===== src/rtl/odd_parity_checker_sat_counter.sv =====
// -----------------------------------------------------------------------------
// sat_counter
// W-bit up-counter that sticks at all-ones instead of wrapping.
//   clk   : rising-edge clock
//   reset : asynchronous active-low clear
//   inc   : count up by one this cycle (ignored once saturated)
//   count : current count
// -----------------------------------------------------------------------------
module sat_counter #(
   parameter int W = 8
) (
   input  logic         clk,
   input  logic         reset,
   input  logic         inc,
   output logic [W-1:0] count
);

   logic [W-1:0] count_q;
   logic [W-1:0] count_d;

   always_comb begin
      count_d = count_q;
      if (inc && (count_q != '1)) begin
         count_d = count_q + W'(1);
      end
   end

   always_ff @(posedge clk or negedge reset) begin
      if (!reset) begin
         count_q <= '0;
      end else begin
         count_q <= count_d;
      end
   end

   assign count = count_q;

endmodule : sat_counter


===== config.mk =====
export PLATFORM = sky130hd
export DESIGN_NAME = sat_counter
export DESIGN_NICKNAME = d
export VERILOG_FILES = /design/src/rtl/odd_parity_checker_sat_counter.sv
export SDC_FILE = /design/constraint.sdc
export NUM_CORES = 1
export LEC_CHECK = 0
export ABC_AREA = 1
export CAP_MARGIN = 20
export CORE_AREA = 3 3 40 42
export CTS_CLUSTER_DIAMETER = 40
export DETAILED_ROUTE_END_ITERATION = 10
export DIE_AREA = 0 0 43 45
export SYNTH_ARGS = -nofsm -noshare
export SYNTH_HDL_FRONTEND = slang
export SYNTH_SLANG_ARGS = --single-unit

===== constraint.sdc =====
create_clock -name clk -period 2.55 [get_ports clk]
set_input_delay 0.3825 -clock clk [delete_from_list [all_inputs] [get_ports clk]]
set_output_delay 0.3825 -clock clk [all_outputs]
set_load 0.05 [all_outputs]

Word level (Yosys, flattened, before mapping):

Cells that the tools add are included.

* register bits: 8
* output and inout bits: 8

* add/sub/neg operators: 1
* reduce and logical (&&, ||, !) cells: 1
* eq/ne operators: 1

Operator list (number)
* 8-bit by 1-bit adder with 8-bit output, second input constant: 1
* 8-bit != test, second input constant: 1
* 1-bit logical AND: 1

Logic depth before layout (Yosys ltp):

Gate-level depths: netlist of the first run.

* word-level depth: 2
* gate-level depth with buffers: 8

Worst setup path before layout of the first run:

Ideal clock, no wire load.

* path kind: flip-flop to flip-flop
* start: register count_q[0], in the netlist count[0]
* end: register count_q[4], in the netlist count[4]
* buffers on the path: 0
* setup time: 0.118 ns
* arrival: 1.471 ns
* path slack: 0.961 ns
* cell stages (with the launch flop): 9
* data required time: 2.432 ns
* path through: dfrtp_1 -> ha_1 -> inv_1 -> nor2_4 -> nand2_4 -> nand2_8 -> inv_4 -> nand2_1 -> nand2_1

* longest elaborated chain between the ends: 2

Ends and longest elaborated chain
* start, declared: line 18 `logic [W-1:0] count_q;`
* start signal, assigned: line 32 `count_q <= count_d;`
* branches (longest 2 deep; another with 8-bit by 1-bit adder with 8-bit output)

Parallel ways; which one is timed is not known.
A chain may end at the register's enable or synchronous reset.

Worst setup path in the final report of the first run:

* start: register count_q[0], in the netlist count[0]
* end: output port count[0]

RTL lines
* end, declared: line 15 `output logic [W-1:0] count`

No word-level cell between the ends.

==> results.json, run 1 <==
{
  "fill_cells": 136,
  "die_y_um": 45,
  "min_path_type": "in2async",
  "drc_errors": 0,
  "status": "complete, no violations",
  "overflow": 0,
  "grt_pass1_vias": 390,
  "synth_area_leader_cell": "dfrtp_1",
  "cts_tree": "built",
  "critPathMaxFanout": 7,
  "vias": 424,
  "areaGrowthSynthToFinish_pct": 29.3,
  "dieArea_mm2": 0.00194,
  "crit_family": "buffers and inverters",
  "skew_ns": 0.000437,
  "cts_made_buffers": 3,
  "rsz0062_at_grt": "false",
  "crit_slowest_cell": "clkdlybuf4s50_1",
  "cts_resized": 0,
  "dp_slack_ns": 0.886,
  "final_common_cell": "nand2_1",
  "clock_sinks": 8,
  "largest_reg_flops": 8,
  "final_layout_size_suffix_gt1_share_pct": 13.2,
  "grt_max_degree": 9,
  "ys_top_cells_by_area": "dfrtp_1, nand2_1, nor2_1",
  "cts_max_path_buffers": 2,
  "ioPinCount": 11,
  "period_share_pct": 75.6,
  "fin_crit_ns": 1.93,
  "die_x_um": 43,
  "n_antenna_cell": 0,
  "avgSynthCellArea_um2": 7.67,
  "root_buffer": "clkbuf_4",
  "max_cap_violations": 0,
  "first_iter_violations": 4,
  "critPathBufInv": 1,
  "p_per_area_mw_per_mm2": 1020,
  "dr.pass1.iters": 4,
  "core-area_mm2": 0.00128,
  "fmax_mhz": 519,
  "synth_nets": 67,
  "cp.required_ns": 2.17,
  "drt_wl_total_um": 928,
  "seq_area_frac_synth_pct": 41.5,
  "start_util_pct": 37.6,
  "path_clk_slew_ns": 0.06,
  "ctsHoldBuffers": 0,
  "design_area_um2": 624,
  "regArea_um2": 200,
  "finalNetCount": 82,
  "grt_usage_pct": 12.4,
  "grt_pass1_wl_mm": 1.73,
  "ys_warn_count": 0,
  "netlist.area_leader.share_pct": 41.5,
  "synth_seq_cells": 8,
  "start_kind": "flip-flop",
  "cts_setup_buffers": 0,
  "syn_inst": 63,
  "via_per_inst": 4.66,
  "finalHoldViolCount": 0,
  "maxSlewViolCount": 0,
  "portBuffers": 10,
  "multi_input_area_um2": 258,
  "vdd_drop_max_uv": 423,
  "slew_headroom_pct": 67.0,
  "slowest_delay_ns": 0.84,
  "htreeDepth": 1,
  "ant_nets": 0,
  "antenna_found_initial": 0,
  "gp_congestion": 0.797,
  "avgRoutedWirePerCell_um": 10.2,
  "finalSetupViolCount": 0,
  "rows": 13,
  "critical_path_arrival_ns": 1.55,
  "clk_latency_ns": 0.25,
  "dpl.hpwl_um": 724,
  "tightest_slew_ns": 0.493,
  "power_leakage_nw": 0.294,
  "fin_ws_ns": 0.622,
  "synthDistinctLibCells": 18,
  "synth_area_um2": 483,
  "end_kind": "output pin",
  "tns_ns": 0,
  "path_cells": "clkdlybuf4s50_1",
  "crit_type": "reg2out",
  "placed_area_um2": 602,
  "hold_ws_ns": 0.418,
  "layout_common_cells": "nand2_1, clkdlybuf4s50_1, dfrtp_1"
}
-- final cells by class --
class                   instances  area share, %
multi-input cells              49           41.3
flip-flops and latches          8           32.1
repair buffers                 10           16.0
inverters                       6           4.01
clock buffers                   3           3.61
well taps                      15           3.01
-- worst paths after layout --
| kind | from | end | slack [ns] | cells after the start |
|---|---|---|---|---|
| worst max-delay path | count[0] | count[0] | 0.62 | 1 |
| worst min-delay path | reset | count[5] | 0.42 | 1 |
| worst max register to register | count[0] | count[4] | 1.19 | 8 |
| worst min register to register | count[1] | count[1] | 0.56 | 2 |
| max in group asynchronous | reset | count[2] | 1.86 | 1 |
| min in group clk | count[1] | count[1] | 0.56 | 2 |
-- Yosys cell counts (all sizes together) --
cell type  count
a21oi          1
dfrtp          8
ha             1
inv            6
nand2         30
nand3          3
nor2           9
nor3           1
nor3b          1
o21ai          1
xnor2          1
xor2           1
-- logic make-up (layout without fill, tap and decap cells) --
| kind of cell | after synthesis | after routing | synth area share (%) |
|---|---|---|---|
| compound gates | 2 | 2 | 2.07 |
| flops | 8 | 8 | 41.5 |
| fa+ha+maj | 1 | 1 | 2.59 |
| simple gates | 44 | 44 | 45.1 |
| xor+xnor | 2 | 2 | 3.63 |
| buf+inv | 6 | 19 | 5.18 |
-- routing by layer --
metal  GRT usage (%)  routed length, µm  up-vias
li1                -                  -      222
met1            16.0                466      190
met2            18.3                401       10
met3            5.18                 50        2
met4            5.42                  8        0
met5               0                  0        -
-- report_power, final --
part           internal [mW]  total (mW)  leakage, nW  switching (mW)
registers              0.164       0.221       0.0980          0.0573
clock network         0.0539      0.0970       0.0138          0.0432
logic                  0.107       0.317        0.182           0.210
-- stage by stage --
stage                     util, %  power (mW)  std cells
after floorplan                 -       0.436         63
after global placement       46.8       0.542         88
after detailed placement     46.8       0.543         88
after CTS                    48.6       0.645         91
after global routing         48.6       0.689         91
final                        48.6       0.635         91
No activity file was read; power rests on OpenSTA's default activity.
==> run 2: changes to the inputs <==
- clock period: 2.55 -> 1.7 ns (I/O delays scaled with it)
==> run 2 against run 1 <==
Net effect:
- via count decreased by 2.1%
- power increased by 47%
- sequential cell count unchanged
- largest cell class unchanged
- clock-buffer cell count unchanged
==> results.json, run 2 (synthesis gave the netlist of run 1 again) <==
{
  "status": "complete, no violations",
  "rsz0062_at_grt": "false",
  "avgRoutedWirePerCell_um": 10.0,
  "cts_resized": 0,
  "max_cap_violations": 0,
  "root_buffer": "clkbuf_4",
  "cts_tree": "built",
  "grt_max_degree": 9,
  "critPathMaxFanout": 7,
  "grt_pass1_wl_mm": 1.53,
  "cts_max_path_buffers": 2,
  "drc_errors": 0,
  "die_y_um": 45,
  "power_leakage_nw": 0.304,
  "dr.pass1.iters": 3,
  "tightest_slew_ns": 0.364,
  "cts_setup_buffers": 0,
  "die_x_um": 43,
  "cp.required_ns": 1.85,
  "slowest_delay_ns": 0.47,
  "rows": 13,
  "fin_crit_ns": 1.39,
  "dp_slack_ns": 0.263,
  "maxSlewViolCount": 0,
  "slew_headroom_pct": 75.7,
  "cts_made_buffers": 3,
  "dpl.hpwl_um": 704,
  "overflow": 0,
  "finalNetCount": 82,
  "p_per_area_mw_per_mm2": 1540,
  "fill_cells": 142,
  "path_cells": "ha_1, inv_1, nor2_4, nand2_4, nand2_8, inv_4, nand2_1, nand2_1",
  "hold_ws_ns": 0.275,
  "finalHoldViolCount": 0,
  "start_kind": "flip-flop",
  "crit_slowest_cell": "dfrtp_1",
  "gp_congestion": 0.711,
  "final_common_cell": "nand2_1",
  "regArea_um2": 200,
  "skew_ns": 0.00411,
  "layout_common_cells": "nand2_1, dfrtp_1, buf_4",
  "dp.cells": 88,
  "htreeDepth": 1,
  "start_util_pct": 37.6,
  "crit_type": "reg2reg",
  "vias": 415,
  "first_iter_violations": 9,
  "period_share_pct": 81.6,
  "core-area_mm2": 0.00128,
  "largest_reg_flops": 8,
  "min_path_type": "in2async",
  "end_kind": "flip-flop",
  "grt_pass1_vias": 360,
  "critical_path_arrival_ns": 1.53,
  "tns_ns": 0,
  "ant_nets": 0,
  "multi_input_area_um2": 258,
  "layout.cells.non_filler": 91,
  "ctsHoldBuffers": 0,
  "final_layout_size_suffix_gt1_share_pct": 23.7,
  "grt_usage_pct": 11.3,
  "antenna_found_initial": 0,
  "crit_top_cell": "nand2_1",
  "drt_wl_total_um": 911,
  "finalSetupViolCount": 0,
  "fmax_mhz": 721,
  "dieArea_mm2": 0.00194,
  "n_antenna_cell": 0,
  "portBuffers": 10,
  "via_per_inst": 4.56,
  "path_clk_slew_ns": 0.05,
  "clk_latency_ns": 0.26,
  "areaGrowthSynthToFinish_pct": 25.1,
  "vdd_drop_max_uv": 858,
  "ioPinCount": 11,
  "clock_sinks": 8,
  "fin_ws_ns": 0.313
}
[run 2: cell types whose count changed in the layout (fill, tap and decap cells not counted)]
cell / before / now
clkdlybuf4s50_1: 10 / 2
buf_4: 0 / 8
[run 2: final timing paths]
check,from,end,slack (ns),cells past startpoint
max in group asynchronous,reset,count[2],1.16,1
max,count[0],count[4],0.31,8
min in group clk,count[1],count[1],0.55,2
min,reset,count[5],0.28,1
max reg2reg,count[0],count[4],0.31,8
min reg2reg,count[1],count[1],0.55,2
[run 2: through the flow]
stage / power [mW] / instance area (µm²) / util (%)
finish: 0.932 / 604 / 47.0
global route: 0.992 / 604 / 47.0
CTS: 0.944 / 604 / 47.0
detailed placement: 0.792 / 582 / 45.3
global placement: 0.796 / 582 / 45.3
floorplan: 0.654 / 483 / -
[run 2: layer usage]
layer	routed length (µm)	global-route usage, %	share of wire (%)	vias to the layer above
met5	0	0	0	-
met4	11	3.61	1.2	0
met3	78	7.17	8.6	2
met2	406	17.1	45	12
met1	415	13.3	46	183
li1	-	-	-	218
[run 2: worst max-delay path, delay by kind of cell (launching register included)]
kind | cells | cell delay, ns
buffers and inverters | 2 | 0.12
adder cells (fa/ha/maj) | 1 | 0.25
flip-flops | 1 | 0.47
AND/OR/NAND/NOR | 5 | 0.43
[run 2: final cells by class]
class	instances	area share, %
tap	15	3.11
inverter	6	4.14
timing repair buffer	10	13.3
multi-input combinational	49	42.7
clock buffer	3	3.73
sequential	8	33.1
[run 2: power by group]
part           internal (mW)  switching [mW]  total (mW)  leakage [nW]
clock                 0.0808          0.0652       0.146        0.0138
sequential             0.246          0.0873       0.333        0.0980
combinational          0.141           0.312       0.452         0.192
==> run 3: changes to the inputs <==
- clock period: 1.7 -> 1.3 ns (I/O delays scaled with it)
==> run 3 against run 2 <==
Net effect:
- clock-buffer cell count stayed put
- register-to-register slack worse by 0.21 ns
- critical endpoint is now count[5]
- clock skew is 0.0012 ns lower
- sequential share of layout area is 4.8 points lower
- die area stayed put
- routed wire length is 6.3% higher
- sequential cell count stayed put
- non-clock buffer count is 2 higher
- design area is 23% higher
==> results.json, run 3 (synthesis gave the netlist of run 1 again) <==
{
  "reg2reg_to": "count[5]",
  "crit_family": "flip-flops",
  "overflow": 0,
  "maxSlewViolCount": 0,
  "tightest_slew_ns": 0.382,
  "dpl.hpwl_um": 742,
  "gp_congestion": 0.797,
  "design_area_um2": 742,
  "cts_made_buffers": 3,
  "crit_start": "count[1]",
  "clk_latency_ns": 0.26,
  "status": "complete, no violations",
  "path_cells": "ha_4, inv_2, nor2_4, nand2_4, nand2_8, inv_4, nand2_1, nand2_1",
  "ctsHoldBuffers": 0,
  "final_common_cell": "nand2_1",
  "cts_setup_buffers": 0,
  "grt_pass1_vias": 404,
  "drt_wl_total_um": 968,
  "slowest_delay_ns": 0.43,
  "areaGrowthSynthToFinish_pct": 53.6,
  "avgRoutedWirePerCell_um": 10.4,
  "vias": 425,
  "finalNetCount": 84,
  "end_kind": "flip-flop",
  "final_layout_size_suffix_gt1_share_pct": 38.5,
  "grt_pass1_wl_mm": 1.66,
  "min_path_type": "in2async",
  "fin_ws_ns": 0.105,
  "crit_type": "reg2reg",
  "critPathBufInv": 2,
  "start_kind": "flip-flop",
  "htreeDepth": 1,
  "first_iter_violations": 3,
  "critPathMaxFanout": 7,
  "p_per_area_mw_per_mm2": 2010,
  "crit_slowest_cell": "dfrtp_2",
  "grt_max_degree": 9,
  "power_leakage_nw": 0.336,
  "vdd_drop_max_uv": 951,
  "dieArea_mm2": 0.00194,
  "period_share_pct": 92.0,
  "grt_usage_pct": 11.9,
  "n_antenna_cell": 0,
  "fin_crit_ns": 1.20,
  "via_per_inst": 4.57,
  "cts_max_path_buffers": 2,
  "layout_common_cells": "nand2_1, dfrtp_2, buf_12",
  "multi_input_area_um2": 270,
  "die_x_um": 43,
  "regArea_um2": 210,
  "critical_path_arrival_ns": 1.35,
  "max_cap_violations": 0,
  "fmax_mhz": 837,
  "portBuffers": 10,
  "r2r_setup_slack_ns": 0.10,
  "finalHoldViolCount": 0,
  "die_y_um": 45,
  "finalSetupViolCount": 0,
  "fill_cells": 116,
  "cp.required_ns": 1.45,
  "drc_errors": 0,
  "placed_area_um2": 719,
  "root_buffer": "clkbuf_4",
  "slew_headroom_pct": 74.5,
  "cts_resized": 0,
  "ant_nets": 0,
  "r2r-start": "count[1]",
  "start_util_pct": 37.6,
  "p_total_mw": 1.49,
  "largest_reg_flops": 8,
  "skew_ns": 0.00291,
  "worst_r2r_path_depth": 8,
  "tns_ns": 0,
  "layout.cells.non_filler": 93,
  "core-area_mm2": 0.00128,
  "clock_sinks": 8,
  "rsz0062_at_grt": "false",
  "dp.cells": 90,
  "dp_slack_ns": 0.0629,
  "cts_tree": "built",
  "path_clk_slew_ns": 0.06,
  "crit_top_cell": "nand2_1",
  "ioPinCount": 11,
  "rows": 13,
  "antenna_found_initial": 0,
  "dr.pass1.iters": 4
}
run 3: worst max-delay path by stage:
| stage | endpoint | cells past startpoint |
|---|---|---|
| after floorplan | count[1] | 8 |
| after global placement | count[7] | 6 |
| after detailed placement | count[3] | 6 |
| after CTS | count[1] | 8 |
| after global routing | count[5] | 8 |
| final | count[5] | 8 |
run 3: cell type report:
| cell class | instances | share of cell area, % |
|---|---|---|
| clock buffer | 3 | 3.04 |
| multi-input combinational | 49 | 36.4 |
| timing repair buffer | 12 | 26.3 |
| sequential | 8 | 28.3 |
| inverter | 6 | 3.37 |
| tap | 15 | 2.53 |
run 3: per-stage QoR:
stage / util (%) / hold WS (ns)
6_report: 57.7 / 0.219
5_1_grt: 57.7 / 0.246
4_1_cts: 57.7 / 0.234
3_5_place_dp: 56.0 / 0.512
3_3_place_gp: 56.0 / 0.521
2_1_floorplan: - / -0.101
run 3: metal layers:
metal | GRT usage (%) | vias to the layer above | wire [µm]
met5 | 0 | - | 0
met4 | 9.04 | 0 | 21
met3 | 3.19 | 4 | 63
met1 | 14.8 | 188 | 483
li1 | - | 224 | -
met2 | 17.7 | 9 | 400
run 3: worst register-to-register path, cell delays in order, from the launching register on:
cell,delay [ns]
dfrtp_2,0.43
ha_4,0.17
inv_2,0.04
nor2_4,0.12
nand2_4,0.10
nand2_8,0.10
inv_4,0.04
nand2_1,0.06
nand2_1,0.04
run 3: power breakdown:
| group | total [mW] | internal (mW) | switching, mW |
|---|---|---|---|
| sequential | 0.489 | 0.336 | 0.152 |
| clock | 0.201 | 0.106 | 0.0949 |
| combinational | 0.803 | 0.383 | 0.421 |
| total | 1.49 | 0.826 | 0.668 |
